**config.mk**
```make
export PLATFORM = sky130hd
export DESIGN_NAME = ex_stage_alu_unit
export DESIGN_NICKNAME = d
export VERILOG_FILES = /design/src/rtl/ex_stage_alu_unit.sv
export SDC_FILE = /design/constraint.sdc
export NUM_CORES = 1
export LEC_CHECK = 0
export ABC_AREA = 1
export BUFFER_PORTS_ARGS = -buffer_cell sky130_fd_sc_hd__buf_2
export CAP_MARGIN = 30
export CORE_UTILIZATION = 40
export DETAILED_ROUTE_END_ITERATION = 10
export HOLD_SLACK_MARGIN = 0.12
export PLACE_DENSITY = 0.68
export SYNTH_ARGS = -nofsm -noshare
export SYNTH_HDL_FRONTEND = slang
export SYNTH_SLANG_ARGS = --single-unit
export TNS_END_PERCENT = 20
```
**constraint.sdc**
```tcl
create_clock -name clock -period 5.8 [get_ports clock]
set_clock_uncertainty 0.2 [all_clocks]
set_input_delay 1.16 -clock clock [delete_from_list [all_inputs] [get_ports clock]]
set_output_delay 1.16 -clock clock [all_outputs]
set_load 0.02 [all_outputs]
```
**src/rtl/ex_stage_alu_unit.sv**
```systemverilog
// EX stage: single-cycle add/sub/and/or/slt and a 32-iteration shift-add multiply
// that stalls the upstream pipeline; results are registered into the EX/MEM boundary.
//
// state | meaning
// IDLE  | accepting instructions; single-cycle ops retire on the next edge
// BUSY  | multiply iterating; inputs ignored, upstream stalled until the last iteration
module ex_stage_alu_unit #(
    parameter int DATA_WIDTH     = 32,
    parameter int REG_ADDR_WIDTH = 5
) (
    input  logic                      clock,
    input  logic                      reset,
    input  logic                      valid_in,
    input  logic                      add_control,
    input  logic                      sub_control,
    input  logic                      and_control,
    input  logic                      or_control,
    input  logic                      slt_control,
    input  logic                      mul_control,
    input  logic [DATA_WIDTH-1:0]     operand_a,
    input  logic [DATA_WIDTH-1:0]     operand_b,
    input  logic [REG_ADDR_WIDTH-1:0] dest_reg_in,
    input  logic                      reg_write_in,
    output logic                      stall_out,
    output logic [DATA_WIDTH-1:0]     ex_mem_result,
    output logic [REG_ADDR_WIDTH-1:0] ex_mem_dest_reg,
    output logic                      ex_mem_reg_write,
    output logic                      ex_mem_overflow,
    output logic                      ex_mem_valid
);

    localparam int CNT_W = (DATA_WIDTH > 1) ? $clog2(DATA_WIDTH) : 1;
    localparam logic [CNT_W-1:0] LAST_ITER = CNT_W'(DATA_WIDTH - 1);
    localparam int MSB = DATA_WIDTH - 1;

    typedef enum logic {
        IDLE = 1'b0,
        BUSY = 1'b1
    } state_t;

    state_t state, state_nxt;

    logic [CNT_W-1:0]          iter_cnt;
    logic [DATA_WIDTH-1:0]     mcand;
    logic [DATA_WIDTH-1:0]     mplier;
    logic [DATA_WIDTH-1:0]     acc;
    logic [DATA_WIDTH-1:0]     acc_next;
    logic [REG_ADDR_WIDTH-1:0] cap_dest;
    logic                      cap_wr;

    logic                  mul_start;
    logic                  mul_last;
    logic [DATA_WIDTH-1:0] sum;
    logic [DATA_WIDTH-1:0] diff;
    logic                  a_lt_b;
    logic [DATA_WIDTH-1:0] alu_result;
    logic                  alu_ovf;

    assign mul_start = valid_in & mul_control;
    assign mul_last  = (state == BUSY) && (iter_cnt == LAST_ITER);
    assign acc_next  = mplier[0] ? (acc + mcand) : acc;

    assign sum    = operand_a + operand_b;
    assign diff   = operand_a - operand_b;
    assign a_lt_b = $signed(operand_a) < $signed(operand_b);

    always_ff @(posedge clock or posedge reset) begin
        if (reset) begin
            state <= IDLE;
        end else begin
            state <= state_nxt;
        end
    end

    // The last BUSY cycle drops stall so the upstream advances with the product write.
    always_comb begin
        state_nxt = state;
        stall_out = 1'b0;
        case (state)
            IDLE: begin
                if (mul_start) begin
                    state_nxt = BUSY;
                    stall_out = 1'b1;
                end
            end
            BUSY: begin
                if (mul_last) begin
                    state_nxt = IDLE;
                end else begin
                    stall_out = 1'b1;
                end
            end
            default: state_nxt = IDLE;
        endcase
        if (reset) begin
            stall_out = 1'b0;
        end
    end

    always_comb begin
        alu_result = '0;
        alu_ovf    = 1'b0;
        if (add_control) begin
            alu_result = sum;
            alu_ovf    = (operand_a[MSB] == operand_b[MSB]) && (sum[MSB] != operand_a[MSB]);
        end else if (sub_control) begin
            alu_result = diff;
            alu_ovf    = (operand_a[MSB] != operand_b[MSB]) && (diff[MSB] != operand_a[MSB]);
        end else if (and_control) begin
            alu_result = operand_a & operand_b;
        end else if (or_control) begin
            alu_result = operand_a | operand_b;
        end else if (slt_control) begin
            alu_result = {{(DATA_WIDTH-1){1'b0}}, a_lt_b};
        end
    end

    always_ff @(posedge clock or posedge reset) begin
        if (reset) begin
            iter_cnt <= '0;
            mcand    <= '0;
            mplier   <= '0;
            acc      <= '0;
            cap_dest <= '0;
            cap_wr   <= 1'b0;
        end else if (state == IDLE) begin
            if (mul_start) begin
                iter_cnt <= '0;
                mcand    <= operand_a;
                mplier   <= operand_b;
                acc      <= '0;
                cap_dest <= dest_reg_in;
                cap_wr   <= reg_write_in;
            end
        end else begin
            acc      <= acc_next;
            mcand    <= mcand << 1;
            mplier   <= mplier >> 1;
            iter_cnt <= iter_cnt + CNT_W'(1);
        end
    end

    // Only the low product word is kept, so unsigned shift-add also serves signed operands.
    always_ff @(posedge clock or posedge reset) begin
        if (reset) begin
            ex_mem_result    <= '0;
            ex_mem_dest_reg  <= '0;
            ex_mem_reg_write <= 1'b0;
            ex_mem_overflow  <= 1'b0;
            ex_mem_valid     <= 1'b0;
        end else if (state == BUSY) begin
            if (mul_last) begin
                ex_mem_result    <= acc_next;
                ex_mem_dest_reg  <= cap_dest;
                ex_mem_reg_write <= cap_wr;
                ex_mem_overflow  <= 1'b0;
                ex_mem_valid     <= 1'b1;
            end else begin
                ex_mem_reg_write <= 1'b0;
                ex_mem_valid     <= 1'b0;
            end
        end else if (valid_in && !mul_control) begin
            ex_mem_result    <= alu_result;
            ex_mem_dest_reg  <= dest_reg_in;
            ex_mem_reg_write <= reg_write_in;
            ex_mem_overflow  <= alu_ovf;
            ex_mem_valid     <= 1'b1;
        end else begin
            ex_mem_reg_write <= 1'b0;
            ex_mem_valid     <= 1'b0;
        end
    end

endmodule

```
Word level (Yosys, flattened, before mapping). Index checks and enable logic that the tools add are counted. Widths: inputs -> output; s select.

Register bits: 148. Input port bits: 79. Logic and storage cells: 71.

Add/subtract/negate cells: 4. $lt $le $gt $ge: 1. Equality and inequality tests: 6. Multiplexer cells: 35. Bitwise operators: 4. Reductions and logical operators: 9.

Operator list (number): $mux 32 (14); $add 32x32->32 (2); $and 32x32->32 (1); $lt 32x32->1 (1); $or 32x32->32 (1); $sub 32x32->32 (1); $mux 5 (5); $mux 1 (15); $add 5x1->5 const B (1); $eq 5x5->1 const B (1); $logic_and 1x1->1 (4); $reduce_and 2->1 (2); $reduce_bool 2->1 (2); $ne 1x1->1 (3); $ne 2x1->1 const B (1); $pmux 1 s2 (1); $and 1x1->1 (1); $eq 1x1->1 (1); $logic_not 1->1 (1); $not 1->1 (1).

Logic depth before layout (Yosys ltp). Gate-level depths: netlist (run 1).

Depth after elaboration: 8. Gate-level depth with buffers: 19.

Worst setup path after synthesis (run 1). No wires, ideal clock.

Path type: input-to-output. Start point: input port valid_in. End point: output port stall_out. Arrival: 2.162 ns. Setup slack: 2.278 ns. Stages: 6. Buffers on the path: 2. Path through: nand2_1 > inv_1 > nor2_1 > clkbuf_1 > clkbuf_1 > nor3_1.

Longest elaborated chain between the ends: 4.

RTL lines: start: declaration (RTL line 13) `input logic valid_in,`; $and 1x1->1 (RTL line 59) `assign mul_start = valid_in & mul_control;`; $mux 1 (RTL line 81) `if (mul_start) begin`; $pmux 1 s2 (RTL line 79) `case (state)`; $mux 1 (RTL line 95) `if (reset) begin`; end: declaration (RTL line 24) `output logic stall_out,`.

No other way between the ends.

Worst setup path after layout (run 1).
Start point: input port operand_b[0]. End point: register ex_mem_result[26].

Longest elaborated chain between the ends: 5. Elaborated cells between the ends (all ways): 6.

RTL lines: start: declaration (RTL line 21) `input logic [DATA_WIDTH-1:0] operand_b,`; $sub 32x32->32 (RTL line 64) `assign diff = operand_a - operand_b;`; $mux 32 (RTL line 106) `end else if (sub_control) begin`; $mux 32 * (RTL line 103) `if (add_control) begin`; $mux 32 * (RTL line 162) `end else if (valid_in && !mul_control) begin`; $mux 32 * (RTL line 151) `end else if (state == BUSY) begin`; end signal: assignment (RTL line 153) `ex_mem_result <= acc_next;`; end signal: assignment (RTL line 163) `ex_mem_result <= alu_result;`; end: declaration (RTL line 25) `output logic [DATA_WIDTH-1:0] ex_mem_result,`.

Mark *: on every way between the ends. The rest lies on a longest branch, timed or not. The select of a mux whose other input is x is not followed. A chain may end at the register's enable or synchronous reset.

==> metrics.cfg, run 1 <==
[status]
status = finished, final reports clean

[floorplanning]
fp.dieW_um = 192.2
die_area_um2 = 36930
die_h_um = 192.2
row_count = 69
core_um2 = 35570
ios = 120
start_util = 0.4067

[timing]
finalSetupViolCount = 0
grt_setup_unrepaired = false
tightestPinTransition_ns = 0.9732
fin_crit_sh = 0.6485
period_needed_ns = 3.761
timing.fmax_mhz = 265.9
finalSetupTns_ns = 0
maxSlewViolCount = 0
hold_viol_final = 0
max-slew-margin-rel = 0.3512

[global_routing]
grt_max_degree = 102
grt_pass1_vias = 15110
grt_overflow = 0
gr-usage-all-layers = 0.3216
grt_antenna_before_repair = 1
grt_first_pass_wirelength_mm = 88.54

[final_layout]
layout_commonest_cell = nand2_1
area_delta_synth_final_pct = 10.84
drive_gt1_frac = 0.08385
antenna_cells = 0
mostFrequentLayoutCells = nand2_1, inv_1, nor2_1, nand3_1, a21oi_1
fin_nets = 2595
final_cell_area_um2 = 16040

[synthesis]
synth_warnings = 0
synthArstFlopShare = 1.000
syn_nets = 2523
synth_seq_cells = 148
yosysSeqAreaShare = 0.2560
syn_area_um2 = 14470
yosysUniqueCellTypes = 44
synth_area_per_cell_um2 = 6.258
synth_ff_type = dfrtp_1
syn_inst = 2312
synth-edff-count = 0

[routing]
drc = 0
drt_wl_total_mm = 58.58
drt_first_pass_iters = 6
vias = 16110
ant_nets = 0
first_iter_violations = 1733
via_per_inst = 5.638
wl_per_cell_um = 20.50

[power_and_ir_drop]
vdd_drop_max_mv = 0.1977
powerDensity_nw_per_um2 = 398.2
p_leak_nw = 8.496

[cts]
clockBufferDepth = 2
clk_latency_ns = 0.44
cts_buffers = 17
cts_root_buffer = clkbuf_16
postCtsSetupBuffers = 0
cts_tree = done
cts_resized = 0
h-tree-depth = 4
clkTransAtPathRegs_ns = 0.07
cts_hold_buffers = 0
cts_sinks = 148

[critical_path]
arrival_ns = 3.91
end_kind = flip-flop
path_cells = buf_2 -> ha_1 -> inv_1 -> fa_1 -> inv_1 -> nand2_1 -> o21ai_2 -> nand2_1 -> nand2_1 -> nand2_1 -> nand2_1 -> nand2_1 -> nand3_1 -> nand2_1 -> nand3_1 -> nand3_1 -> a21oi_1
crit_path_max_fanout = 5
crit_top_cell = nand2_1
slowest_delay_ns = 0.44
worstPathRequired_ns = 5.95
start_kind = input pin
regToRegEndpoint = mcand[24]
r2r_cells = 5
crit_buf_inv = 3
r2r_slack_ns = 2.66
r2r-start = state
cpMaxStageDelayCell = fa_1
path_delay_family = simple AND/OR/NAND/NOR gates
worstSetupPathType = input pin to flip-flop

[hold_path]
hp-start = cap_wr
hold_class = flip-flop to flip-flop
holdPathStages = 2
holdPathEnd = ex_mem_reg_write

[placed_design]
place.gp.congestion = 1.022
placed_area_um2 = 15420
place.detailed.hpwl_mm = 46.39
io_buffers = 119

[flow_run]
drv_cap = 0

## tightest hold or removal path: stages, from the launching register on
cell,delay (ns)
dfrtp_1,0.35
nand2_1,0.05
o21ai_0,0.06
## report_power, final
part / internal (mW) / switching [mW] / leakage (nW)
clock: 0.577 / 0.529 / 0.286
sequential: 1.45 / 0.319 / 1.82
combinational: 1.11 / 2.39 / 6.39
## area by class of cell
| class | instances | area [um^2] |
|---|---|---|
| clock buffers | 17 | 425.4 |
| multi-input cells | 1711 | 9025 |
| inverters | 371 | 1398 |
| repair buffers | 135 | 748.2 |
| well taps | 461 | 576.8 |
| fillers | 3896 | 19530 |
| clock inverters | 15 | 158.9 |
| flip-flops and latches | 148 | 3705 |
## worst max-delay path by stage
| stage | start | cells past startpoint | slack [ns] | endpoint |
|---|---|---|---|---|
| final | operand_b[0] | 17 | 2.04 | ex_mem_result[26] |
| after global routing | operand_b[0] | 17 | 1.97 | ex_mem_result[26] |
| after CTS | operand_b[0] | 17 | 2.14 | ex_mem_result[26] |
| after detailed placement | operand_b[0] | 17 | 1.73 | ex_mem_result[26] |
| after global placement | operand_b[0] | 17 | 1.69 | ex_mem_result[26] |
| after floorplan | reset | 1 | 0.46 | acc[0] |
## metrics by stage
step	instances	setup WS, ns	power (mW)	hold WS [ns]	utilization
after CTS	2857	2.142	6.334	0.2868	0.4501
after floorplan	2312	0.4603	4.114	0.2506	-
after global placement	2824	1.693	5.155	0.2641	0.4331
after detailed placement	2825	1.731	5.214	0.2729	0.4337
after global routing	2858	1.973	6.903	0.3077	0.4509
final	2858	2.039	6.386	0.2875	0.4509
## synthesized netlist by cell type, types with 2 or more instances
cell / count / area [um^2]
nand2_2: 4 / 25.02
o21ai_0: 125 / 625.6
mux2_2: 5 / 56.30
inv_1: 361 / 1355
fa_1: 3 / 60.06
nand4_1: 20 / 125.1
o21ai_2: 2 / 17.52
and3_1: 3 / 18.77
nor2_1: 193 / 724.4
buf_4: 2 / 15.01
a211oi_1: 2 / 15.01
o21a_1: 2 / 15.01
nor3_1: 18 / 90.09
o21ai_1: 5 / 25.02
a21oi_1: 172 / 860.8
inv_2: 7 / 26.28
buf_6: 2 / 22.52
nand2_1: 681 / 2556
nand3b_1: 2 / 15.01
buf_1: 11 / 41.29
a22o_1: 2 / 17.52
clkinv_1: 3 / 11.26
o21bai_1: 19 / 142.6
dfrtp_1: 148 / 3704
o22ai_1: 14 / 87.58
ha_1: 129 / 1614
clkbuf_1: 44 / 165.2
or2_2: 4 / 25.02
o211ai_1: 31 / 232.7
nor2_2: 4 / 25.02
a21oi_2: 2 / 17.52
buf_2: 23 / 115.1
nand3_1: 179 / 895.9
xor2_1: 12 / 105.1
and2_1: 3 / 18.77
a31oi_1: 19 / 118.9
nor4_1: 2 / 12.51
o221ai_1: 48 / 420.4
## cell families after synthesis
kind of cell / Yosys count / share of synthesized area
muxes: 5 / 0.003891
xor gates and xnor gates: 12 / 0.007264
DFF: 148 / 0.2560
adders and majority gates: 132 / 0.1157
AOI/OAI and AO/OA: 447 / 0.1816
buffers and inverters: 453 / 0.1211
and+or+nand+nor: 1115 / 0.3145
## metal layers
| layer | GRT usage | vias up | wire [um] |
|---|---|---|---|
| li1 | - | 7641 | - |
| met1 | 0.4665 | 7687 | 26660 |
| met2 | 0.4986 | 690 | 26110 |
| met3 | 0.03764 | 92 | 4356 |
| met4 | 0.09025 | 2 | 1439 |
| met5 | 0 | - | 13 |
No activity file was read; power rests on OpenSTA's default activity.
==> run 2, diff against run 1 <==
--- a/config.mk
+++ b/config.mk
@@ -11,7 +11,7 @@
 export CORE_UTILIZATION = 40
 export DETAILED_ROUTE_END_ITERATION = 10
 export HOLD_SLACK_MARGIN = 0.12
-export PLACE_DENSITY = 0.68
+export PLACE_DENSITY = 0.7
 export SYNTH_ARGS = -nofsm -noshare
 export SYNTH_HDL_FRONTEND = slang
 export SYNTH_SLANG_ARGS = --single-unit
==> constraint.sdc (replaced) <==
create_clock -name clock -period 3.3 [get_ports clock]
set_clock_uncertainty 0.2 [all_clocks]
set_input_delay 0.66 -clock clock [delete_from_list [all_inputs] [get_ports clock]]
set_output_delay 0.66 -clock clock [all_outputs]
set_load 0.02 [all_outputs]
==> metrics.cfg, run 2 (synthesis gave the netlist of run 1 again) <==
[timing]
max-slew-margin-rel = 0.3790
grt_setup_unrepaired = false
finalSetupTns_ns = 0
hold_viol_final = 0
tightestPinTransition_ns = 0.9305
maxSlewViolCount = 0
finalSetupViolCount = 0
timing.fmax_mhz = 342.3
period_needed_ns = 2.921
fin_crit_sh = 0.8852

[cts]
cts_sinks = 148
clkTransAtPathRegs_ns = 0.08
cts_resized = 0
h-tree-depth = 4
cts_root_buffer = clkbuf_16
cts_buffers = 17
cts_tree = done
cts_hold_buffers = 0
postCtsSetupBuffers = 0
clockBufferDepth = 2
clk_latency_ns = 0.45

[power_and_ir_drop]
vdd_drop_max_mv = 0.4104
pwr-share-seq = 0.272
p_sw_frac = 0.5086
p_switching_mw = 5.832
p_leak_nw = 8.878
powerDensity_nw_per_um2 = 688.6
internal_power_mw = 5.635
power_frac_clock = 0.179
power_frac_comb = 0.549

[status]
status = finished, final reports clean

[final_layout]
drive_gt1_frac = 0.1124
fillers = 3830
antenna_cells = 0
fin_nets = 2672
multi_input_area_um2 = 9025
area_delta_synth_final_pct = 15.10
layout_commonest_cell = nand2_1
regArea_um2 = 3705
mostFrequentLayoutCells = nand2_1, inv_1, nor2_1, nand3_1, a21oi_1
final_core_util = 0.4682
final_cells = 2935

[routing]
drc = 0
vias = 16550
ant_nets = 0
wl_per_cell_um = 20.59
first_iter_violations = 1837
drt_first_pass_iters = 6
drt_wl_total_mm = 60.44
via_per_inst = 5.637

[global_routing]
grt_max_degree = 84
grt_first_pass_wirelength_mm = 90.81
grt_antenna_before_repair = 0
gr-usage-all-layers = 0.3308
grt_overflow = 0
grt_pass1_vias = 15600

[placed_design]
place.gp.congestion = 0.9827
place_inst = 2903
place.detailed.hpwl_mm = 47.00
io_buffers = 119

[critical_path]
start_kind = input pin
end_kind = flip-flop
worstPathRequired_ns = 3.48
worstSetupPathType = input pin to flip-flop
arrival_ns = 3.10
crit_path_max_fanout = 5

[hold_path]
hold_class = input pin to asynchronous set/reset pin

[floorplanning]
start_util = 0.4067
die_h_um = 192.2
row_count = 69
ios = 120
die_area_um2 = 36930
fp.dieW_um = 192.2
core_um2 = 35570

[flow_run]
drv_cap = 0

[run 2: power groups by stage]
| stage | Combinational [mW] | Sequential (mW) | Clock, mW |
|---|---|---|---|
| 2_1_floorplan | 4.03 | 3.20 | 0 |
| 3_3_place_gp | 6.09 | 3.11 | 0 |
| 3_5_place_dp | 6.17 | 3.13 | 0 |
| 4_1_cts | 6.20 | 3.10 | 2.06 |
| 5_1_grt | 7.02 | 3.19 | 2.13 |
| 6_report | 6.30 | 3.12 | 2.05 |
[run 2: final timing paths]
kind                                   start                 to  slack (ns)  cells past startpoint
min in group clock            dest_reg_in[4]        cap_dest[4]        0.26                      2
max in group asynchronous              reset  ex_mem_result[17]        2.29                      3
hold / removal                         reset             acc[1]        0.15                      3
hold reg to reg            ex_mem_result[28]  ex_mem_result[28]        0.28                      2
setup reg to reg                    mcand[0]  ex_mem_result[30]        0.40                     15
setup / recovery               operand_a[11]  ex_mem_result[28]        0.38                     16
[run 2: area by class of cell]
class	count	area share
clock buffer	17	0.02555
tap	461	0.03464
multi-input combinational	1711	0.5420
sequential	148	0.2225
timing repair buffer	212	0.08070
clock inverter	15	0.01082
inverter	371	0.08385
[run 2: per-stage QoR]
| step | setup slack, ns | cell area [um^2] | hold WS [ns] | total power [mW] |
|---|---|---|---|---|
| after detailed placement | 0.04792 | 16050 | 0.2693 | 9.296 |
| after CTS | 0.2401 | 16650 | 0.1742 | 11.36 |
| after global routing | 0.1147 | 16650 | 0.1802 | 12.33 |
| after global placement | 0.08055 | 16050 | 0.2625 | 9.198 |
| after floorplan | 0.5790 | 14470 | 0.2506 | 7.231 |
| final | 0.3789 | 16650 | 0.1455 | 11.47 |
[run 2: critical path, stage by stage]
cell	delay (ns)
buf_2	0.14
inv_1	0.09
ha_1	0.39
buf_4	0.17
o21ai_0	0.18
a21oi_1	0.35
nand3_1	0.27
nand2_1	0.21
nand2_1	0.07
nand2_1	0.07
nand3_1	0.07
nand2_1	0.12
nand3_1	0.10
nand2_1	0.09
nand2_1	0.05
nand2_1	0.08
[run 2: routing by layer]
metal,global-route usage,share of wire,vias up
met2,0.5249,0.45,777
met3,0.03033,0.081,114
met1,0.4686,0.44,7862
met5,0,0,-
met4,0.1093,0.031,0
li1,-,-,7793
==> run 3, diff against run 2 <==
--- a/config.mk
+++ b/config.mk
@@ -8,10 +8,12 @@
 export ABC_AREA = 1
 export BUFFER_PORTS_ARGS = -buffer_cell sky130_fd_sc_hd__buf_2
 export CAP_MARGIN = 30
-export CORE_UTILIZATION = 40
+export CELL_PAD_IN_SITES_DETAIL_PLACEMENT = 1
+export CELL_PAD_IN_SITES_GLOBAL_PLACEMENT = 2
+export CORE_UTILIZATION = 30
 export DETAILED_ROUTE_END_ITERATION = 10
 export HOLD_SLACK_MARGIN = 0.12
-export PLACE_DENSITY = 0.7
+export PLACE_DENSITY = 0.88
 export SYNTH_ARGS = -nofsm -noshare
 export SYNTH_HDL_FRONTEND = slang
 export SYNTH_SLANG_ARGS = --single-unit
==> metrics.cfg, run 3 (synthesis gave the netlist of run 1 again) <==
[floorplanning]
ios = 120
start_util = 0.3037
die_area_um2 = 49110
core_um2 = 47650
die_h_um = 221.6
row_count = 80
fp.dieW_um = 221.6

[critical_path]
r2r_cells = 12
end_kind = flip-flop
regToRegEndpoint = ex_mem_result[29]
slowest_delay_ns = 0.41
crit_path_max_fanout = 4
arrival_ns = 3.28
crit_top_cell = nand2_1
path_cells = buf_2 -> inv_1 -> ha_1 -> fa_1 -> inv_1 -> nand2_1 -> nand2_1 -> nand2_1 -> nand2_1 -> nand2_1 -> nand2_1 -> nand2_1 -> nand3_1 -> nand3_1 -> nand2_1 -> nand2_1 -> a21oi_1
worstPathRequired_ns = 3.47
start_kind = input pin
path_delay_family = simple AND/OR/NAND/NOR gates
worstSetupPathType = input pin to flip-flop
crit_buf_inv = 3
r2r-start = mcand[12]
r2r_slack_ns = 0.32
cpMaxStageDelayCell = fa_1

[routing]
wl_per_cell_um = 21.46
via_per_inst = 5.314
first_iter_violations = 1121
drt_wl_total_mm = 67.01
drt_first_pass_iters = 8
vias = 16590
drc = 1
ant_nets = 0

[final_layout]
layout_commonest_cell = nand2_1
drive_gt1_frac = 0.1229
area_delta_synth_final_pct = 18.29
final_cell_area_um2 = 17110
mostFrequentLayoutCells = nand2_1, inv_1, nor2_1, nand3_1, a21oi_1
fin_nets = 2704
fillers = 6256

[hold_path]
hold_class = input pin to flip-flop
hp-start = dest_reg_in[2]
holdPathEnd = cap_dest[2]
holdPathStages = 2

[placed_design]
place.gp.congestion = 0.9667
place.detailed.hpwl_mm = 54.33
io_buffers = 119
placed_area_um2 = 16500

[timing]
maxSlewViolCount = 0
hold_viol_final = 0
fin_crit_sh = 0.9431
fin_hold_ws_ns = 0.2588
timing.fmax_mhz = 321.3
tightestPinTransition_ns = 0.7640
period_needed_ns = 3.112
max-slew-margin-rel = 0.4907
grt_setup_unrepaired = false
finalSetupViolCount = 0

[global_routing]
grt_overflow = 0
grt_max_degree = 95
grt_first_pass_wirelength_mm = 102.4
gr-usage-all-layers = 0.2729
grt_pass1_vias = 17490
grt_antenna_before_repair = 1

[power_and_ir_drop]
powerDensity_nw_per_um2 = 683.6
total_power_mw = 11.70
vdd_drop_max_mv = 0.3033
p_leak_nw = 9.039

[cts]
cts_root_buffer = clkbuf_16
clk_latency_ns = 0.45
cts_sinks = 148
clkTransAtPathRegs_ns = 0.07
cts_buffers = 17
clockBufferDepth = 2
h-tree-depth = 4
cts_tree = done

[status]
violations = design-rule violations
status = finished, violations left

[flow_run]
drv_cap = 0

## run 3: power breakdown
group	internal, mW	switching [mW]	leakage [nW]	total (mW)
combinational	2.10	4.37	6.93	6.47
clock	1.14	0.938	0.285	2.08
sequential	2.55	0.598	1.82	3.15
total	5.79	5.90	9.04	11.7
## run 3: metrics by stage
step / setup TNS (ns) / setup slack (ns) / cells / utilization
after floorplan: 0 / 0.5790 / 2312 / -
after CTS: 0 / 0.1889 / 3121 / 0.3591
after detailed placement: -0.9852 / -0.2772 / 3088 / 0.3464
final: 0 / 0.1878 / 3122 / 0.3592
after global placement: -0.3779 / -0.1451 / 3087 / 0.3458
after global routing: 0 / 0.07816 / 3122 / 0.3592
## run 3: repair_timing
item,4_1_cts,5_1_grt
gates resized for setup,0,1
endpoints found under the hold margin,15,0
endpoints found under the setup margin,0,1
hold buffers,1,0
setup buffers,0,0
## run 3: layout make-up
| type | count | area (um^2) | share of cell area |
|---|---|---|---|
| well taps | 615 | 769.5 | 0.04496 |
| inverters | 371 | 1396 | 0.08159 |
| repair buffers | 244 | 1619 | 0.09460 |
| clock inverters | 14 | 167.7 | 0.009797 |
| multi-input cells | 1711 | 9025 | 0.5273 |
| clock buffers | 18 | 429.2 | 0.02508 |
| flip-flops and latches | 148 | 3705 | 0.2165 |
| diodes | 1 | 2.502 | 0.0001462 |
## run 3: worst max-delay path by stage
stage	start	endpoint	cells past startpoint
3_3_place_gp	operand_a[11]	ex_mem_result[0]	15
5_1_grt	operand_a[0]	ex_mem_result[0]	17
3_5_place_dp	operand_a[0]	ex_mem_result[0]	17
6_report	operand_a[0]	ex_mem_result[0]	17
4_1_cts	operand_a[0]	ex_mem_result[0]	17
2_1_floorplan	reset	acc[0]	1
## run 3: worst reg2reg max path, cell delays in order, from the launching register on
cell	delay [ns]
dfrtp_1	0.44
ha_1	0.37
nand2_1	0.12
nor2_1	0.15
inv_1	0.11
nor3_1	0.34
nand2_1	0.10
nand2_1	0.16
nand2_1	0.14
nand3_1	0.09
nand3_1	0.12
a21oi_1	0.41
a21oi_1	0.13
## run 3: metal layers
metal	track usage	share of wire	wire length (um)	vias up
li1	-	-	-	7855
met1	0.3475	0.44	29600	8274
met2	0.4689	0.48	32250	366
met3	0.04174	0.049	3297	95
met4	0.09162	0.028	1853	0
met5	0	0	0	-
